===== config.mk =====
export PLATFORM = sky130hd
export DESIGN_NAME = demux1to2_stage_flat
export DESIGN_NICKNAME = d
export VERILOG_FILES = /design/src/rtl/demux1to2_stage_if.sv /design/src/rtl/demux1to2_stage.sv /design/src/flat_wrapper.sv
export SDC_FILE = /design/constraint.sdc
export NUM_CORES = 1
export LEC_CHECK = 0
export ABC_AREA = 1
export CAP_MARGIN = 20
export CORE_MARGIN = 4
export CORE_UTILIZATION = 43
export CTS_CLUSTER_SIZE = 20
export DETAILED_ROUTE_END_ITERATION = 12
export PLACE_DENSITY = 0.79
export SETUP_SLACK_MARGIN = 0.05
export SYNTH_ARGS = -nofsm -noshare
export SYNTH_HDL_FRONTEND = slang
export SYNTH_SLANG_ARGS = --single-unit

===== constraint.sdc =====
create_clock -name clk -period 2.8 [get_ports clk]
set_clock_uncertainty 0.15 [all_clocks]
set_input_delay 0.56 -clock clk [delete_from_list [all_inputs] [get_ports clk]]
set_output_delay 0.56 -clock clk [all_outputs]
set_load 0.01 [all_outputs]

===== src/rtl/demux1to2_stage_if.sv =====
// ----------------------------------------------------------------------------
// demux1to2_stage_if
// Stream bundle for the 1-to-2 demultiplexer stage: one producer-side channel
// (valid/ready/sel/data) and two consumer-side channels (valid/ready/data).
//
//   in_valid / in_ready / in_sel / in_data : producer beat, destination select
//   out0_valid / out0_ready / out0_data    : consumer 0 channel
//   out1_valid / out1_ready / out1_data    : consumer 1 channel
//
// Modports:
//   master : environment side (drives producer beat and consumer readies)
//   slave  : demux stage side
// ----------------------------------------------------------------------------
interface demux1to2_stage_if #(
    parameter int WIDTH = 32
);
    logic             in_valid;
    logic             in_ready;
    logic             in_sel;
    logic [WIDTH-1:0] in_data;
    logic             out0_valid;
    logic             out0_ready;
    logic [WIDTH-1:0] out0_data;
    logic             out1_valid;
    logic             out1_ready;
    logic [WIDTH-1:0] out1_data;

    modport master (
        output in_valid, in_sel, in_data, out0_ready, out1_ready,
        input  in_ready, out0_valid, out0_data, out1_valid, out1_data
    );

    modport slave (
        input  in_valid, in_sel, in_data, out0_ready, out1_ready,
        output in_ready, out0_valid, out0_data, out1_valid, out1_data
    );
endinterface


===== src/rtl/demux1to2_stage.sv =====
// ----------------------------------------------------------------------------
// demux1to2_stage
// Registered 1-to-2 stream demultiplexer. Each beat from the producer is
// steered to output 0 or 1 by its in_sel bit and lands in that channel's
// single register slot one cycle after acceptance.
//
// Ports:
//   clk          : rising-edge clock
//   rst          : asynchronous active-high reset (slots emptied, data cleared)
//   flush        : synchronous clear of both slots; blocks acceptance that cycle
//   io (slave)   : producer channel and two consumer channels
//   cnt0, cnt1   : per-channel delivered-beat counters (DEMUX_STATS_EN only)
//
// Optional feature macro: DEMUX_STATS_EN adds the CNT_W parameter and the
// cnt0/cnt1 ports. Without it the stage is otherwise identical.
// ----------------------------------------------------------------------------
module demux1to2_stage #(
    parameter int WIDTH = 32
`ifdef DEMUX_STATS_EN
   ,parameter int CNT_W = 16
`endif
) (
    input  logic              clk,
    input  logic              rst,
    input  logic              flush,
    demux1to2_stage_if.slave  io
`ifdef DEMUX_STATS_EN
   ,output logic [CNT_W-1:0]  cnt0,
    output logic [CNT_W-1:0]  cnt1
`endif
);

    typedef enum logic {EMPTY = 1'b0, FULL = 1'b1} slot_t;

    slot_t            st0_p1, st1_p1;
    slot_t            st0_nxt, st1_nxt;
    logic [WIDTH-1:0] data0_p1, data1_p1;
    logic             vld0_p1, vld1_p1;
    logic             sel_free, in_rdy;
    logic             acc0, acc1, drn0, drn1;

    // Handshake decode. in_ready looks only at the selected slot, so a stalled
    // beat for one channel blocks the producer even if the other slot is free;
    // this keeps beats in producer order.
    always_comb begin
        sel_free = io.in_sel ? (~vld1_p1 | io.out1_ready)
                             : (~vld0_p1 | io.out0_ready);
        in_rdy   = ~flush & sel_free;
        acc0     = io.in_valid & in_rdy & ~io.in_sel;
        acc1     = io.in_valid & in_rdy &  io.in_sel;
        drn0     = vld0_p1 & io.out0_ready;
        drn1     = vld1_p1 & io.out1_ready;
    end

    // Slot state next-state: flush > accept (covers drain+fill) > drain > hold.
    always_comb begin
        st0_nxt = st0_p1;
        if (flush)     st0_nxt = EMPTY;
        else if (acc0) st0_nxt = FULL;
        else if (drn0) st0_nxt = EMPTY;

        st1_nxt = st1_p1;
        if (flush)     st1_nxt = EMPTY;
        else if (acc1) st1_nxt = FULL;
        else if (drn1) st1_nxt = EMPTY;
    end

    // ---- stage p1: slot registers ----
    always_ff @(posedge clk or posedge rst) begin
        if (rst) begin
            st0_p1 <= EMPTY;
            st1_p1 <= EMPTY;
        end else begin
            st0_p1 <= st0_nxt;
            st1_p1 <= st1_nxt;
        end
    end

    // Payload only loads on accept, so a held beat is never overwritten.
    always_ff @(posedge clk or posedge rst) begin
        if (rst) begin
            data0_p1 <= '0;
            data1_p1 <= '0;
        end else begin
            if (acc0) data0_p1 <= io.in_data;
            if (acc1) data1_p1 <= io.in_data;
        end
    end

    // Outputs come straight from the slot registers.
    always_comb begin
        vld0_p1 = (st0_p1 == FULL);
        vld1_p1 = (st1_p1 == FULL);
    end

    assign io.in_ready   = in_rdy;
    assign io.out0_valid = vld0_p1;
    assign io.out0_data  = data0_p1;
    assign io.out1_valid = vld1_p1;
    assign io.out1_data  = data1_p1;

`ifdef DEMUX_STATS_EN
    // Counts completed handshakes per channel; wraps naturally, reset only by rst.
    always_ff @(posedge clk or posedge rst) begin
        if (rst) begin
            cnt0 <= '0;
            cnt1 <= '0;
        end else begin
            if (drn0) cnt0 <= cnt0 + CNT_W'(1);
            if (drn1) cnt1 <= cnt1 + CNT_W'(1);
        end
    end
`endif

endmodule


===== src/flat_wrapper.sv =====
// flat-port wrapper written by rule: the top's interface ports become plain ports
module demux1to2_stage_flat 
#(
    parameter int WIDTH = 32

)
  (clk, rst, flush, io_in_valid, io_in_sel, io_in_data, io_out0_ready, io_out1_ready, io_in_ready, io_out0_valid, io_out0_data, io_out1_valid, io_out1_data);
  demux1to2_stage_if #(.WIDTH(WIDTH)) io_i ();
  input  logic clk;
  input  logic rst;
  input  logic flush;
  input wire logic [$bits(io_i.in_valid)-1:0] io_in_valid;
  input wire logic [$bits(io_i.in_sel)-1:0] io_in_sel;
  input wire logic [$bits(io_i.in_data)-1:0] io_in_data;
  input wire logic [$bits(io_i.out0_ready)-1:0] io_out0_ready;
  input wire logic [$bits(io_i.out1_ready)-1:0] io_out1_ready;
  output wire logic [$bits(io_i.in_ready)-1:0] io_in_ready;
  output wire logic [$bits(io_i.out0_valid)-1:0] io_out0_valid;
  output wire logic [$bits(io_i.out0_data)-1:0] io_out0_data;
  output wire logic [$bits(io_i.out1_valid)-1:0] io_out1_valid;
  output wire logic [$bits(io_i.out1_data)-1:0] io_out1_data;
  assign io_i.in_valid = io_in_valid;
  assign io_i.in_sel = io_in_sel;
  assign io_i.in_data = io_in_data;
  assign io_i.out0_ready = io_out0_ready;
  assign io_i.out1_ready = io_out1_ready;
  assign io_in_ready = io_i.in_ready;
  assign io_out0_valid = io_i.out0_valid;
  assign io_out0_data = io_i.out0_data;
  assign io_out1_valid = io_i.out1_valid;
  assign io_out1_data = io_i.out1_data;
  demux1to2_stage #(.WIDTH(WIDTH)) u_core (.clk(clk), .rst(rst), .flush(flush), .io(io_i));
endmodule

Word level (Yosys, flattened, before mapping)
Index checks and enable logic that the tools add are counted.
Word-level totals
  logic and storage cells: 25
  output and inout port bits: 67
  flip-flop bits (word level): 66
Operators by class
  multiplexer cells: 7
  reduce and logical (&&, ||, !) cells: 2
  bitwise gates (word level): 12
Operator list (count)
  1-bit 2-to-1 mux: 7
  1-bit AND: 6
  3-bit nonzero test: 2
  1-bit inverter: 4
  1-bit OR: 2

Depth between registers and ports, before layout
Gate-level depths: netlist of the first run.
  depth after elaboration: 8
  gate-level depth with buffers: 8

Worst setup path before layout of the first run
OpenSTA, ideal clock, no wires.
  path kind: input port to output port
  start: input io_out1_ready
  end: output io_in_ready
  cell stages on the path: 5
  path buffers: 1
  required time: 2090 ps
  arrival: 1064 ps
  slack: 1026 ps
  cell sequence: inv_1 -> nand3_1 -> nand2_1 -> nor2_4 -> buf_2
On the way
  cells in the longest elaborated chain, start to end: 3
Ends and longest elaborated chain
  start, declared: line flat_wrapper.sv:16  | input wire logic [$bits(io_i.out1_ready)-1:0] io_out1_ready;
  1-bit OR: line demux1to2_stage.sv:46  | sel_free = io.in_sel ? (~vld1_p1 | io.out1_ready)
  1-bit 2-to-1 mux: line demux1to2_stage.sv:46
  1-bit AND: line demux1to2_stage.sv:48  | in_rdy = ~flush & sel_free;
  end, declared: line flat_wrapper.sv:17  | output wire logic [$bits(io_i.in_ready)-1:0] io_in_ready;
Every way passes these cells.

Worst setup path in the final report of the first run
  start: input io_in_sel
  end: output io_in_ready
On the way
  cells in the longest elaborated chain, start to end: 2
Ends and longest elaborated chain
  start, declared: line flat_wrapper.sv:13  | input wire logic [$bits(io_i.in_sel)-1:0] io_in_sel;
  1-bit 2-to-1 mux: line demux1to2_stage.sv:46
  1-bit AND: line demux1to2_stage.sv:48
Every way passes these cells.

==> results.txt, run 1 <==
status: finished clean
via count of the routed design: 2,395
CP endpoint kind: output pin
final-report max-slew violation count: 0
post-synth top area cell: dfrtp_1
HPWL Detailed: 5.01 mm
sequential area share after synthesis: 0.620
count leader, synth: nand2_1
number of distinct library cells after synthesis: 13
first-pass detailed-route iteration total: 4
storage element area: 1650 um2
area of the multi-input gates: 778 um2
hold buffer count at CTS: 0
setup tns final: 0 ns
WP data arrival: 1.91 ns
Post-route DRC: 0
Final Hold Viols: 0
synthesized area per cell: 9.09 um2
Max-cap violations: 0
IO buf count: 105
H-tree levels: 3
most common library cells after synthesis: 99 x nand2_1, 66 x dfrtp_1, 37 x inv_1
Clk pin slew, worst setup/hold paths: 0.07 ns
CTS Buffer Depth: 2
maximum VDD drop: 0.000383 V
post-route ant nets: 0
Initial Util: 0.447
vias in the first global route: 2,443
finished layout cell area: 4000 um2
clk_lat worst skew: 0.33 ns
synth top area cells: dfrtp_1 62%, nand2_1 14%, nand4_1 7.8%
total wire length: 7.21 mm
prevailing post-synth register cell: dfrtp_1
1st-iter DRT viols: 153
Tot GR Track Use: 0.205
Rows: 28
GPL Wtd Cong: 0.792
area grow syn2layout: 50.1%
Die Height: 86.7 um
CP Class: input pin to output pin
Static Leak: 1.98 nW
Horiz. Die Dim: 86.7 um
syn_nets: 332
Post-synth EDFFs: 0
PD cells: 669 nW/um2
CTS tree: done
vias per std cell: 5.01
DP Area: 3810 um2
unrepaired setup endpoints after global routing: no
first-pass GRT wire length: 12.0 mm
nets@finish: 437
share of cells above drive strength 1: 0.0695
period utilization: 0.935
worst endpoint required time: 2.09 ns
Worst-Margin Slew: 0.352 ns
CTS Buf Count: 9
CTS root buffer: clkbuf_8
setup bufs post-CTS: 0
CTS Sinks: 66
CP Max Fanout: 4
# diodes: 0
relative slew slack: 0.765
I/O pins: 106
HP Class: flip-flop to flip-flop
Yosys reg bits: 66
Async SR Flop Fraction: 1.00
endpoints failing setup: 0
Post-Synthesis Cells: 293
number of fill cells: 505
Total Die Area: 7520 um2
drt wl/cell: 15.1 um
Final Core Density: 0.671
Ys Warns: 0
grt ovf: 0
number of antenna violations at the first check in global routing: 0
largest net degree at the start of global routing: 67
top-area cell type share of the netlist area: 0.620
Resize count post-CTS: 0
Final Critical Period: 2.62 ns
core area: 5960 um2
Post-Syn Area: 2660 um2
fmax: 382 MHz
Startpoint Class: input pin
## per-layer routing
metal | GRT usage | vias up | routed length (um)
met5 | 0 | - | 0
met4 | 0.0793 | 0 | 136
met3 | 0.0466 | 9 | 519
met2 | 0.332 | 99 | 3430
met1 | 0.268 | 1145 | 3130
li1 | - | 1142 | -
## cell families (layout without fill, tap and decap cells)
| kind of cell | after synthesis | count (layout) | share of synthesized area |
|---|---|---|---|
| and+or+nand+nor | 136 | 136 | 0.228 |
| DFF | 66 | 66 | 0.620 |
| buffers and inverters | 57 | 167 | 0.0874 |
| AOI/OAI and AO/OA | 34 | 34 | 0.0639 |
## state kept, by name, indices dropped and copies added (netlist names)
register,flops
u_core.io.out0_data,32
u_core.io.out1_valid,1
u_core.io.out1_data,32
u_core.io.out0_valid,1
## path summary, 6_finish.rpt
path                                             start                       to  slack [ns]  cells after the start
worst max-delay path                         io_in_sel              io_in_ready        0.18                      5
worst min-delay path            u_core.io.out0_data[6]   u_core.io.out0_data[6]        0.32                      2
worst max register to register    u_core.io.out1_valid  u_core.io.out0_data[10]        1.03                      8
worst min register to register  u_core.io.out0_data[6]   u_core.io.out0_data[6]        0.32                      2
max in group asynchronous                          rst  u_core.io.out0_data[29]        1.75                      3
min in group asynchronous                          rst  u_core.io.out1_data[20]        0.46                      3
## cell type report
type,instances,area share
flip-flops and latches,66,0.413
well taps,75,0.0235
inverters,37,0.0348
multi-input cells,170,0.195
clock buffers,12,0.0413
repair buffers,114,0.286
clock inverters,4,0.00626
## critical path: stages
cell and delay, ns:
clkdlybuf4s50_1 0.47, nand3_1 0.12, nand2_1 0.10, nor2_4 0.11
clkdlybuf4s50_1 0.54
## cells in the final DEF (no fill, tap or decap), drive strengths merged
master	count
clkdlybuf4s50	105
nand2	99
dfrtp	66
inv	37
o21ai	34
nand4	33
clkbuf	12
buf	9
clkinv	2
clkinvlp	2
nor2	2
nand3	2
## where the power goes
| part | leakage, nW | switching, W | total [W] | internal, W |
|---|---|---|---|---|
| logic | 1.06 | 0.000315 | 0.000715 | 0.000401 |
| registers | 0.826 | 0.0000910 | 0.00121 | 0.00112 |
| clock network | 0.0944 | 0.000358 | 0.000750 | 0.000391 |
| total | 1.98 | 0.000764 | 0.00267 | 0.00191 |
## stage by stage
step	hold WS [ns]	setup slack, ns	total power [W]	instances
after floorplan	0.357	0.435	0.00148	293
after global placement	0.302	0.243	0.00193	462
after detailed placement	0.307	0.191	0.00195	462
after CTS	0.325	0.187	0.00270	478
after global routing	0.352	0.109	0.00283	478
final	0.324	0.183	0.00267	478
(Power assumes the default switching activity.)
==> run 2, diff against run 1 <==
PLACE_DENSITY = 0.82   (was 0.79)
==> run 2 against run 1 <==
Compared with the run above: combinational power decreased by 0.7%; clock power up 28%; cell count rose by 0.21%; final area increased by 0.85%; fmax increased by 0.46%; first-iteration DRC count grew 0.65%; critical path depth did not move; power grew 7.7%; sequential cell count stayed put; sequential power hardly changed; critical path type unchanged; via count is 0.96% lower.
==> results.txt, run 2 (synthesis results as in run 1) <==
HPWL Detailed: 5.19 mm (+3.4%)
CTS Buffer Depth: 2 (unchanged)
finished layout cell area: 4030 um2 (+0.85%)
Final Critical Period: 2.61 ns (-0.0119 ns)
setup tns final: 0 ns (unchanged)
WP data arrival: 1.90 ns (about the same)
drt wl/cell: 15.0 um (-0.73%)
PD cells: 714 nW/um2 (+6.8%)
hold path depth: 2 (unchanged)
status: finished clean
R2R Path End: u_core.io.out0_data[9]
CP Max Fanout: 4 (unchanged)
H-tree levels: 3 (unchanged)
1st-iter DRT viols: 154 (+0.65%)
CTS root buffer: clkbuf_8
first-pass detailed-route iteration total: 4 (unchanged)
worst endpoint required time: 2.09 ns (about the same)
CP Class: input pin to output pin
relative slew slack: 0.688 (-0.0773)
nets@finish: 438 (+0.23%)
vias per std cell: 4.95 (-1.2%)
CP endpoint kind: output pin
Horiz. Die Dim: 86.7 um (unchanged)
Startpoint Class: input pin
HP Class: flip-flop to flip-flop
GPL Wtd Cong: 0.800 (+1.1%)
most frequent cells in the layout: 105 x clkdlybuf4s50_1, 99 x nand2_1, 66 x dfrtp_1
total wire length: 7.18 mm (-0.53%)
clk_lat worst skew: 0.33 ns (about the same)
I/O pins: 106 (unchanged)
number of antenna violations at the first check in global routing: 0 (unchanged)
Final Hold Viols: 0 (unchanged)
first-pass GRT wire length: 11.9 mm (-0.58%)
Static Leak: 2.00 nW (+1.1%)
# diodes: 0 (unchanged)
CTS Sinks: 66 (unchanged)
DP Area: 3790 um2 (-0.46%)
grt ovf: 0 (unchanged)
Total Die Area: 7520 um2 (unchanged)
commonest non-fill, non-tap cell in the layout: clkdlybuf4s50_1
Worst-Margin Slew: 0.468 ns (+0.116 ns)
flop2flop setup slack: 1.05 ns (+0.02 ns)
setup bufs post-CTS: 0 (unchanged)
Worst Hold Path EP: u_core.io.out0_data[15]
hold buffer count at CTS: 0 (unchanged)
share of cells above drive strength 1: 0.0718 (+0.00230)
Reg2Reg Depth: 8 (unchanged)
fmax: 384 MHz (+0.46%)
Die Height: 86.7 um (unchanged)
Tot GR Track Use: 0.206 (+0.00130)
vias in the first global route: 2,286 (-6.4%)
unrepaired setup endpoints after global routing: no
Hold Crit Start: u_core.io.out0_data[15]
Max-cap violations: 0 (unchanged)
via count of the routed design: 2,372 (-0.96%)
Post-route DRC: 0 (unchanged)
CTS Buf Count: 9 (unchanged)
Resize count post-CTS: 0 (unchanged)
CTS tree: done
maximum VDD drop: 0.000497 V (+30%)
endpoints failing setup: 0 (unchanged)
final-report max-slew violation count: 0 (unchanged)
Clk pin slew, worst setup/hold paths: 0.06 ns (about the same)
reg2reg start: u_core.io.out0_valid
number of fill cells: 493 (-2.4%)
Rows: 28 (unchanged)
core area: 5960 um2 (unchanged)
post-route ant nets: 0 (unchanged)
Initial Util: 0.447 (unchanged)
period utilization: 0.931 (-0.00425)
IO buf count: 105 (unchanged)
largest net degree at the start of global routing: 38 (-43%)
area grow syn2layout: 51.4%
[run 2: routing by layer]
layer / global-route usage / routed length [um] / vias to the layer above / share of wire
li1: - / - / 1153 / -
met1: 0.276 / 3100 / 1125 / 0.43
met2: 0.319 / 3430 / 83 / 0.48
met3: 0.0618 / 516 / 11 / 0.072
met4: 0.0751 / 126 / 0 / 0.018
met5: 0 / 0 / - / 0
[run 2: worst max path at each step]
stage / from / end / cells after the start
after floorplan: rst / u_core.io.out0_data[0] / 1
after CTS: io_in_sel / io_in_ready / 5
after global routing: io_in_sel / io_in_ready / 5
final: io_in_sel / io_in_ready / 5
after global placement: io_in_sel / io_in_ready / 5
after detailed placement: io_in_sel / io_in_ready / 5
[run 2: power breakdown]
group          switching (W)  internal (W)  total [W]
clock network       0.000367      0.000591   0.000958
logic               0.000312      0.000398   0.000710
registers          0.0000947       0.00112    0.00121
[run 2: critical path: stages]
cell and delay (ns):
clkdlybuf4s50_1 0.48, nand3_1 0.11, nand2_1 0.08, nor2_4 0.11, clkdlybuf4s50_1 0.54
[run 2: final cells by class]
| class | count | area, um2 | area share |
|---|---|---|---|
| clock inverter | 7 | 118 | 0.0292 |
| sequential | 66 | 1650 | 0.410 |
| multi-input combinational | 170 | 778 | 0.193 |
| tap | 75 | 93.8 | 0.0233 |
| inverter | 37 | 139 | 0.0345 |
| clock buffer | 9 | 124 | 0.0307 |
| timing repair buffer | 115 | 1130 | 0.279 |
[run 2: metrics by stage]
step	setup slack, ns	util	hold WS, ns	instances	power [W]
2_1_floorplan	0.435	-	0.357	293	0.00148
3_3_place_gp	0.224	0.636	0.308	463	0.00192
3_5_place_dp	0.180	0.636	0.309	463	0.00195
4_1_cts	0.179	0.677	0.325	479	0.00291
5_1_grt	0.128	0.677	0.347	479	0.00303
6_report	0.195	0.677	0.323	479	0.00288
